<file path="config.mk">
export PLATFORM = sky130hd
export DESIGN_NAME = tlp_retry_buf_flat
export DESIGN_NICKNAME = d
export VERILOG_FILES = /design/src/rtl/tlp_retry_buf_if.sv /design/src/rtl/tlp_retry_buf.sv /design/src/flat_wrapper.sv
export SDC_FILE = /design/constraint.sdc
export NUM_CORES = 2
export LEC_CHECK = 0
export CAP_MARGIN = 0
export CORE_MARGIN = 2
export CORE_UTILIZATION = 55
export DETAILED_ROUTE_END_ITERATION = 16
export GPL_TIMING_DRIVEN = 0
export PLACE_DENSITY = 0.71
export RECOVER_POWER = 50
export SYNTH_ARGS = -nofsm -noshare
export SYNTH_HDL_FRONTEND = slang
export SYNTH_SLANG_ARGS = --single-unit
</file>
<file path="constraint.sdc">
create_clock -name clk -period 5.5 [get_ports clk]
set_input_delay 1.1 -clock clk [delete_from_list [all_inputs] [get_ports clk]]
set_output_delay 1.1 -clock clk [all_outputs]
set_load 0.05 [all_outputs]
</file>
<file path="src/rtl/tlp_retry_buf_if.sv">
// Handshake bundle for tlp_retry_buf: packer-side words in, link-side words out,
// link ack/nack feedback and status flags.
interface tlp_retry_buf_if;
    logic [31:0] in_data;
    logic        in_valid;
    logic        in_last;
    logic        in_ready;
    logic [31:0] out_data;
    logic        out_valid;
    logic        out_last;
    logic        out_ready;
    logic        ack;
    logic        nack;
    logic [3:0]  outstanding;
    logic        replay;
    logic        proto_err;
    logic        link_down;

    modport slave (
        input  in_data, in_valid, in_last, out_ready, ack, nack,
        output in_ready, out_data, out_valid, out_last, outstanding, replay, proto_err, link_down
    );

    modport master (
        output in_data, in_valid, in_last, out_ready, ack, nack,
        input  in_ready, out_data, out_valid, out_last, outstanding, replay, proto_err, link_down
    );
endinterface

</file>
<file path="src/rtl/tlp_retry_buf.sv">
// Store-and-forward TLP retry buffer: holds sent TLPs until acked, replays from the oldest on nack.
// Optional macro TLP_RETRY_LIMIT_EN: the 4th consecutive nack latches link_down until reset.
module tlp_retry_buf #(
    parameter int DEPTH_LOG2 = 6,
    parameter int MAX_TLP    = 8
) (
    input  logic           clk,
    input  logic           rst_n,
    tlp_retry_buf_if.slave bus
);
    localparam int DEPTH = 1 << DEPTH_LOG2;
    localparam int PW    = DEPTH_LOG2 + 1;
    localparam int FW    = (MAX_TLP > 1) ? $clog2(MAX_TLP) : 1;
    localparam int CW    = $clog2(MAX_TLP + 1);

    typedef enum logic [1:0] {IDLE, XMIT, DRAIN} state_e;

    logic [32:0]   mem [DEPTH];
    logic [PW-1:0] len_q [MAX_TLP];
    logic [PW-1:0] wr_ptr_q, cmt_ptr_q, snd_ptr_q, ack_ptr_q;
    logic [PW-1:0] wr_ptr_d, cmt_ptr_d, snd_ptr_d, ack_ptr_d;
    logic [PW-1:0] in_len_q, in_len_d;
    logic [FW-1:0] head_q, tail_q;
    logic [CW-1:0] tlp_cnt_q, tlp_cnt_d;
    logic [CW-1:0] sent_cnt_q, sent_cnt_d;
    logic [CW-1:0] snd_idx_q, snd_idx_d;
    logic          in_mid_q, in_mid_d, snd_mid_q, snd_mid_d;
    logic          replay_q, perr_q;
    state_e        state_q;

    logic          link_down, in_ready, out_valid, rd_last;
    logic          in_hs, commit, out_hs, last_hs;
    logic          ack_eff, nack_eff, rewind, drain_go, perr_set;
    logic [CW-1:0] sent_after_ack;
    logic [32:0]   rd_word;

    function automatic logic [FW-1:0] nxt(input logic [FW-1:0] p);
        return (p == FW'(MAX_TLP - 1)) ? '0 : p + FW'(1);
    endfunction

    // in_ready only looks at registered pointers, so words freed by an ack are usable next cycle
    assign in_ready  = !rst_n && ((wr_ptr_q - ack_ptr_q) != PW'(DEPTH))
                       && (in_mid_q || (tlp_cnt_q < CW'(MAX_TLP))) && !link_down;
    assign out_valid = (snd_ptr_q != cmt_ptr_q) && !link_down;
    assign rd_word   = mem[snd_ptr_q[PW-2:0]];
    assign rd_last   = rd_word[32];

    assign bus.in_ready    = in_ready;
    assign bus.out_valid   = out_valid;
    assign bus.out_data    = out_valid ? rd_word[31:0] : 32'h0;
    assign bus.out_last    = out_valid && rd_last;
    assign bus.outstanding = 4'(tlp_cnt_q) + 4'(in_mid_q);
    assign bus.replay      = replay_q;
    assign bus.proto_err   = perr_q;
    assign bus.link_down   = link_down;

    // sent_cnt counts TLPs whose out_last went out at least once; snd_idx is the
    // position of the TLP being sent relative to the oldest held one
    always_comb begin
        in_hs          = bus.in_valid && in_ready;
        commit         = in_hs && bus.in_last;
        out_hs         = out_valid && bus.out_ready;
        last_hs        = out_hs && rd_last;
        ack_eff        = bus.ack && (sent_cnt_q != '0);
        sent_after_ack = sent_cnt_q - CW'(ack_eff);
        nack_eff       = bus.nack && (sent_after_ack != '0) && (state_q != DRAIN);
        perr_set       = (sent_cnt_q == '0) && (bus.ack || bus.nack);
        rewind         = (nack_eff && (!snd_mid_q || last_hs)) || ((state_q == DRAIN) && last_hs);
        drain_go       = nack_eff && snd_mid_q && !last_hs;

        wr_ptr_d   = wr_ptr_q + PW'(in_hs);
        cmt_ptr_d  = commit ? wr_ptr_d : cmt_ptr_q;
        in_len_d   = commit ? '0 : in_len_q + PW'(in_hs);
        in_mid_d   = in_hs ? !bus.in_last : in_mid_q;
        ack_ptr_d  = ack_ptr_q + (ack_eff ? len_q[head_q] : '0);
        tlp_cnt_d  = tlp_cnt_q + CW'(commit) - CW'(ack_eff);
        sent_cnt_d = sent_after_ack + CW'(last_hs && (snd_idx_q == sent_cnt_q));
        snd_idx_d  = snd_idx_q - CW'(ack_eff && (snd_idx_q != '0)) + CW'(last_hs);
        snd_ptr_d  = snd_ptr_q + PW'(out_hs);
        snd_mid_d  = out_hs ? !rd_last : snd_mid_q;
        if (rewind) begin
            snd_ptr_d = ack_ptr_d;
            snd_idx_d = '0;
            snd_mid_d = 1'b0;
        end
    end

    always_ff @(posedge clk or posedge rst_n) begin
        if (rst_n) begin
            wr_ptr_q   <= '0;
            cmt_ptr_q  <= '0;
            snd_ptr_q  <= '0;
            ack_ptr_q  <= '0;
            in_len_q   <= '0;
            head_q     <= '0;
            tail_q     <= '0;
            tlp_cnt_q  <= '0;
            sent_cnt_q <= '0;
            snd_idx_q  <= '0;
            in_mid_q   <= 1'b0;
            snd_mid_q  <= 1'b0;
            replay_q   <= 1'b0;
            perr_q     <= 1'b0;
            state_q    <= IDLE;
            for (int i = 0; i < MAX_TLP; i++) len_q[i] <= '0;
        end else begin
            wr_ptr_q   <= wr_ptr_d;
            cmt_ptr_q  <= cmt_ptr_d;
            snd_ptr_q  <= snd_ptr_d;
            ack_ptr_q  <= ack_ptr_d;
            in_len_q   <= in_len_d;
            tlp_cnt_q  <= tlp_cnt_d;
            sent_cnt_q <= sent_cnt_d;
            snd_idx_q  <= snd_idx_d;
            in_mid_q   <= in_mid_d;
            snd_mid_q  <= snd_mid_d;
            replay_q   <= rewind;
            if (perr_set) perr_q <= 1'b1;
            if (commit) begin
                len_q[tail_q] <= in_len_q + PW'(1);
                tail_q        <= nxt(tail_q);
            end
            if (ack_eff) head_q <= nxt(head_q);
            if (drain_go) state_q <= DRAIN;
            else begin
                case (state_q)
                    IDLE:    if (snd_ptr_q != cmt_ptr_q) state_q <= XMIT;
                    XMIT:    if ((snd_ptr_d == cmt_ptr_d) && !snd_mid_d) state_q <= IDLE;
                    DRAIN:   if (last_hs) state_q <= XMIT;
                    default: state_q <= IDLE;
                endcase
            end
        end
    end

    always_ff @(posedge clk) begin
        if (in_hs) mem[wr_ptr_q[PW-2:0]] <= {bus.in_last, bus.in_data};
    end

`ifdef TLP_RETRY_LIMIT_EN
    logic [1:0] nack_cnt_q;
    logic       link_down_q;

    // ack in the same cycle as a nack restarts the run at one
    always_ff @(posedge clk or posedge rst_n) begin
        if (rst_n) begin
            nack_cnt_q  <= '0;
            link_down_q <= 1'b0;
        end else if (nack_eff) begin
            nack_cnt_q <= ack_eff ? 2'd1 : nack_cnt_q + 2'd1;
            if (!ack_eff && (nack_cnt_q == 2'd3)) link_down_q <= 1'b1;
        end else if (ack_eff) begin
            nack_cnt_q <= '0;
        end
    end
    assign link_down = link_down_q;
`else
    assign link_down = 1'b0;
`endif

endmodule

</file>
<file path="src/flat_wrapper.sv">
// flat-port wrapper written by rule: the top's interface ports become plain ports
module tlp_retry_buf_flat 
#(
    parameter int DEPTH_LOG2 = 6,
    parameter int MAX_TLP    = 8
)
  (clk, rst_n, bus_in_data, bus_in_valid, bus_in_last, bus_out_ready, bus_ack, bus_nack, bus_in_ready, bus_out_data, bus_out_valid, bus_out_last, bus_outstanding, bus_replay, bus_proto_err, bus_link_down);
  tlp_retry_buf_if bus_i ();
  input  logic clk;
  input  logic rst_n;
  input wire logic [$bits(bus_i.in_data)-1:0] bus_in_data;
  input wire logic [$bits(bus_i.in_valid)-1:0] bus_in_valid;
  input wire logic [$bits(bus_i.in_last)-1:0] bus_in_last;
  input wire logic [$bits(bus_i.out_ready)-1:0] bus_out_ready;
  input wire logic [$bits(bus_i.ack)-1:0] bus_ack;
  input wire logic [$bits(bus_i.nack)-1:0] bus_nack;
  output wire logic [$bits(bus_i.in_ready)-1:0] bus_in_ready;
  output wire logic [$bits(bus_i.out_data)-1:0] bus_out_data;
  output wire logic [$bits(bus_i.out_valid)-1:0] bus_out_valid;
  output wire logic [$bits(bus_i.out_last)-1:0] bus_out_last;
  output wire logic [$bits(bus_i.outstanding)-1:0] bus_outstanding;
  output wire logic [$bits(bus_i.replay)-1:0] bus_replay;
  output wire logic [$bits(bus_i.proto_err)-1:0] bus_proto_err;
  output wire logic [$bits(bus_i.link_down)-1:0] bus_link_down;
  assign bus_i.in_data = bus_in_data;
  assign bus_i.in_valid = bus_in_valid;
  assign bus_i.in_last = bus_in_last;
  assign bus_i.out_ready = bus_out_ready;
  assign bus_i.ack = bus_ack;
  assign bus_i.nack = bus_nack;
  assign bus_in_ready = bus_i.in_ready;
  assign bus_out_data = bus_i.out_data;
  assign bus_out_valid = bus_i.out_valid;
  assign bus_out_last = bus_i.out_last;
  assign bus_outstanding = bus_i.outstanding;
  assign bus_replay = bus_i.replay;
  assign bus_proto_err = bus_i.proto_err;
  assign bus_link_down = bus_i.link_down;
  tlp_retry_buf #(.DEPTH_LOG2(DEPTH_LOG2), .MAX_TLP(MAX_TLP)) u_core (.clk(clk), .rst_n(rst_n), .bus(bus_i));
endmodule
</file>
======== After elaboration in Yosys (flattened, before gate mapping) ========
Memories as Yosys holds them, arrays and structs flattened.
Index checks and enable logic that the tools add are counted.
word-level totals
  register bits ........................... 115
  latch bits .............................. 0
  bits in writable memories ............... 2112
  memory bits (read-only) ................. 0
  input bits .............................. 39
  output and inout bits ................... 42
  word-level logic and storage cells ...... 115
  memories ................................ 1
memories
  memory      depth  bits a word  rd ports  clocked after memory_dff  wr ports  line                 RTL
  u_core.mem  64     33           1         0                         1         tlp_retry_buf.sv:18  logic [32:0] mem [DEPTH];
operators by class
  add/subtract/negate cells ............... 15
  $mul .................................... 0
  divide/modulo/power cells ............... 0
  magnitude comparators ................... 4
  eq/ne operators ......................... 12
  shift operators ......................... 0
  mux-type cells .......................... 23
  bitwise logic cells ..................... 2
  reduce and logical (&&, ||, !) cells .... 35
operators by type and width
  kind                 count
  $bwmux 56            1
  $mux 7               7
  $mux 32              1
  $add 7x1->7          3
  $bmux 7 s3           1
  $demux 7 s3          1
  $logic_and 1x1->1    19
  $add 4x1->4          4
  $reduce_bool 4->1    3
  $sub 4x1->4          3
  $ne 3x1->1 const B   3
  $ge 4x4->1 const B   2
  $mux 2               4
  $not 3->4            2
  $add 7x1->7 const B  1
  $add 7x7->7          1
  $eq 7x7->1           1
  $ne 7x7->1           1
  $ne 7x7->1 const B   1
  $sub 7x7->7          1
  $add 3x1->3 const B  2
  $eq 3x3->1 const B   2
  $logic_not 1->1      6
  $mux 3               2
  other kinds (13)     19

======== Depth between registers and ports, before layout ========
  word-level depth ........................ 14
  gate-level depth with buffers ........... 17

======== Worst setup path before layout ========
No wires, ideal clock.
  kind .................................... register to output
  from .................................... reg u_core.snd_ptr_q[1]
  to ...................................... out bus_out_data[27]
  data arrival time ....................... 3.251 ns
  slack ................................... 1.149 ns
  stages on the path, launching flop included .. 12
  buffers on the path ..................... 7
  cells stage by stage .................... dfrtp_1 -> buf_6 -> buf_8 -> buf_6 -> buf_6 -> buf_6 -> buf_6 -> clkbuf_1 -> mux4_2 -> mux4_2 -> a211oi_1 -> a211oi_1
on the way
  cells in the longest elaborated chain, start to end .. 2
  elaborated cells between the ends (all ways) .. 3
  classes of those cells .................. eq/ne: 1; mux: 1; memory: 1
ends and longest elaborated chain
  element                                      line                  RTL
  from (decl)                                  tlp_retry_buf.sv:20   logic [PW-1:0] wr_ptr_q, cmt_ptr_q, snd_ptr_q, ack_ptr_q;
  from (signal assigned)                       tlp_retry_buf.sv:109  snd_ptr_q <= snd_ptr_d;
  $mem_v2 64x33 or $ne 7x7->1 (tied branches)  --
  $mux 32 (*)                                  tlp_retry_buf.sv:50   assign bus.out_data = out_valid ? rd_word[31:0] : 32'h0;
  to (decl)                                    flat_wrapper.sv:18    output wire logic [$bits(bus_i.out_data)-1:0] bus_out_data;
Mark *: on every way between the ends. The rest lies on a longest branch, timed or not.

======== Worst setup path after layout ========
  from .................................... reg u_core.snd_ptr_q[4]
  to ...................................... out bus_out_data[27]
The elaborated chain is that of the path after synthesis.

==> impl_results.md <==
- Outcome: complete, but fails checks
- Violated checks: capacitance limit, slew limit, setup timing
- Final Max Slew Viols: 1800
- CP required: around 4.4 ns
- Clock-pin slew on the worst setup and hold paths: roughly 0.06 ns
- Overall Power: roughly 52 mW
- Largest net degree at the start of global routing: 65
- Core Region: 156000 um^2
- Leakage power: roughly 31 nW
- Clock Path Buffers: 3
- Final setup violation count: 1
- Maximum clock frequency: about 0.18 GHz
- Vias: between 40000 and 50000
- Seq pwr share: 0.376
- # fillers: around 10000
- Num Clock Sinks: roughly 2200
- Worst path depth: 8
- Area growth syn-to-layout: 14.4%
- Post-route insts no fill: roughly 6400
- First-pass GRT wire length: around 320000 um
- Mean post-synth cell area: 23.3 um^2
- Hold Crit Class: reg2reg
- Post-Syn Instances: 3723
- Vias per cell: 6.62
- Fin crit share: 1.00
- Num CTS Buffers: approximately 220
- Antenna violations before repair: 13
- Max VDD drop: between 500 and 600 uV
- Critical-path cell list: clkbuf_1, clkbuf_2, buf_2, clkbuf_2, mux4_2, mux2i_4, a211oi_1, buf_2
- Post-detail-place hpwl: between 100000 and 150000 um
- DR DRC count: 0
- Max_cap viols: 44
- Yosys reg bits: around 2200
- Max_slew headroom: -0.903
- Clock share of power: 0.271
- Die Ht: 401 um
- Mean routed wirelength per cell: approximately 36 um
- Netlist cell types: 59
- Die area: about 160000 um^2
- Die width: 401 um
- Post-route antenna net violation count: 0
- Sw Ratio: 0.335
- Layout cells sized above 1: 0.308
- Max incr delay on CP: 0.49 ns
- Fin Setup TNS: -0.0131 ns
- Rows: around 150
- Fin util: 0.635
- Worst Hold Path Cells: 1
- Initial core utilization: 0.555
- Critical path buffers and inverters: 5
- Worst r2r path cells: 16
- RSZ-0062 raised after global routing: yes
- Syn nets: roughly 3800
- Grt ovf: 0
- Endpoints failing hold: 0
- Sequential share of the synthesized area: 0.764
- Worst skew pair latency: between 0.8 and 0.9 ns
- GP Congestion: 0.941
- Critical-path top delay cell: buf_2
- Dpl cells: between 5000 and 6000
- PD cells: around 520 nW/um^2
- I/O Buffers: 79
- Post-CTS setup buffers: 0
- CTS tree: done
- GRT Overall Usage: 0.286
- Top FF cell, synth: edfxtp_1
- IO Pins: 81
- CP Class: reg2out
- Fin crit period: ~5.5 ns
- P_sw: 17.3 mW
- Crit path DAT: between 4 and 5 ns
- Nets: ~4200
- WL final: around 230000 um
- Synth async-reset ratio: 0.0516
- Worst Max-Slew Pin Slew: approximately 2.9 ns
- Family with the most delay on the worst path: buffers and inverters
- Logic pwr share: 0.353
- Hold Buf Count CTS: 0
- Internal Power: 34.4 mW
- DR iter-0 viols: around 6500
- Critical path capture point type: output port
- First-pass DRT Iterations: 8
- Clock Skew: about 0.035 ns
- CP max FO: 10
- Htree depth: 4
- Crit start category: flip-flop
- Ys Warns: 0
- Root Driver: clkbuf_16
- Final setup margin: -0.0131 ns
- Post-synth EDFFs: between 2000 and 2500
- Vias in the first global route: roughly 42000
- Worst hold slack: 0.476 ns
- Mapped Area: around 87000 um^2
[what timing repair did]
item	4_1_cts	5_1_grt
setup endpoints to repair	32	14
gates cloned	0	0
gates resized for setup	368	18
[sequential cells by signal (all words and copies together), names as in the netlist, 2 cells and up]
signal and count:
u_core.mem 2112, u_core.len_q 56, u_core.ack_ptr_q 7, u_core.cmt_ptr_q 7, u_core.in_len_q 7, u_core.snd_ptr_q 7
u_core.wr_ptr_q 7, u_core.sent_cnt_q 4, u_core.snd_idx_q 4, u_core.tlp_cnt_q 4, u_core.head_q 3, u_core.tail_q 3
u_core.state_q 2
[placed cells by master (no fill, tap or decap), types with 8 or more instances in the layout]
cell	n
a211oi_1	11
a21oi_1	59
and2_1	24
and3_1	8
buf_12	56
buf_16	22
buf_2	37
buf_4	48
buf_6	50
bufinv_16	9
clkbuf_1	148
clkbuf_16	216
clkbuf_2	18
clkbuf_4	13
clkbuf_8	9
clkdlybuf4s50_1	13
clkinv_1	56
clkinv_2	37
dfrtp_1	115
edfxtp_1	2112
ha_1	39
inv_1	40
mux2_2	12
mux2i_1	39
mux4_2	684
nand2_1	40
nand3_1	28
nor2_1	80
nor2_4	64
nor2b_1	18
o21ai_0	16
xnor2_1	36
xor2_1	23
[per-layer routing]
layer	vias up	routed length (um)	global-route usage	part of all wire
met5	-	79	0	0.00035
met4	12	11200	0.113	0.049
met3	468	26400	0.0875	0.12
met2	2589	108000	0.452	0.48
met1	22500	81600	0.378	0.36
li1	16600	-	-	-
[metrics by stage]
| step | instance area [um^2] | setup WS (ns) |
|---|---|---|
| 5_1_grt | 99200 | -0.0244 |
| 3_3_place_gp | 90100 | -1.30 |
| 4_1_cts | 99800 | -0.00480 |
| 2_1_floorplan | 86700 | 1.15 |
| 3_5_place_dp | 92700 | -0.546 |
| 6_report | 99200 | -0.0131 |
[Yosys cell counts (all sizes together), types with 18 or more instances]
cell type / n / share of area
edfxtp: 2112 / 0.73
mux4: 685 / 0.18
nor2: 144 / 0.0062
buf: 124 / 0.0092
dfrtp: 115 / 0.033
clkbuf: 66 / 0.0029
a21oi: 59 / 0.0034
inv: 43 / 0.0019
mux2i: 43 / 0.0050
nand2: 40 / 0.0017
ha: 39 / 0.0056
xnor2: 36 / 0.0036
nand3: 28 / 0.0018
and2: 25 / 0.0018
xor2: 23 / 0.0023
a211oi: 18 / 0.0016
nor2b: 18 / 0.0013
[power groups by stage]
| stage | logic (mW) | registers [mW] | clock network [mW] |
|---|---|---|---|
| floorplan | 11.2 | 19.7 | 0 |
| global placement | 17.4 | 19.8 | 0 |
| detailed placement | 17.8 | 19.8 | 0 |
| CTS | 18.2 | 19.4 | 14.1 |
| global route | 18.8 | 19.5 | 14.8 |
| finish | 18.2 | 19.5 | 14.0 |
[logic make-up (layout without fill, tap and decap cells)]
family                   count (synthesis)  in the layout  synth area share
AND/OR/NAND/NOR                        295            295            0.0159
adder cells (fa/ha/maj)                 42             42           0.00632
flip-flops                            2227           2227             0.764
AO/OA/AOI/OAI                          125            125           0.00884
multiplexers                           741            741             0.185
buffers and inverters                  233            809            0.0139
other                                    1              7         0.0000432
XOR/XNOR                                59             59           0.00596
[final timing paths]
kind                       slack (ns)                   end                 start
hold / removal                   0.48  u_core.bus.proto_err  u_core.bus.proto_err
setup / recovery                -0.01      bus_out_data[27]   u_core.snd_ptr_q[4]
setup reg to reg                 0.56     u_core.state_q[0]      u_core.head_q[0]
min in group asynchronous        1.47    u_core.in_len_q[5]                 rst_n
max in group asynchronous        1.74  u_core.sent_cnt_q[2]                 rst_n
hold reg to reg                  0.48  u_core.bus.proto_err  u_core.bus.proto_err
[cell type report]
| type | count | area, um^2 | share of cell area |
|---|---|---|---|
| flip-flops and latches | 2227 | 66300 | 0.668 |
| plain buffers | 189 | 1530 | 0.0154 |
| clock inverters | 123 | 1020 | 0.0103 |
| multi-input cells | 1263 | 19800 | 0.199 |
| well taps | 2058 | 2570 | 0.0259 |
| clock buffers | 269 | 5640 | 0.0569 |
| repair buffers | 185 | 2200 | 0.0222 |
| inverters | 43 | 164 | 0.00165 |
| diodes | 6 | 15.0 | 0.000151 |
No activity file was read; power rests on OpenSTA's default activity.
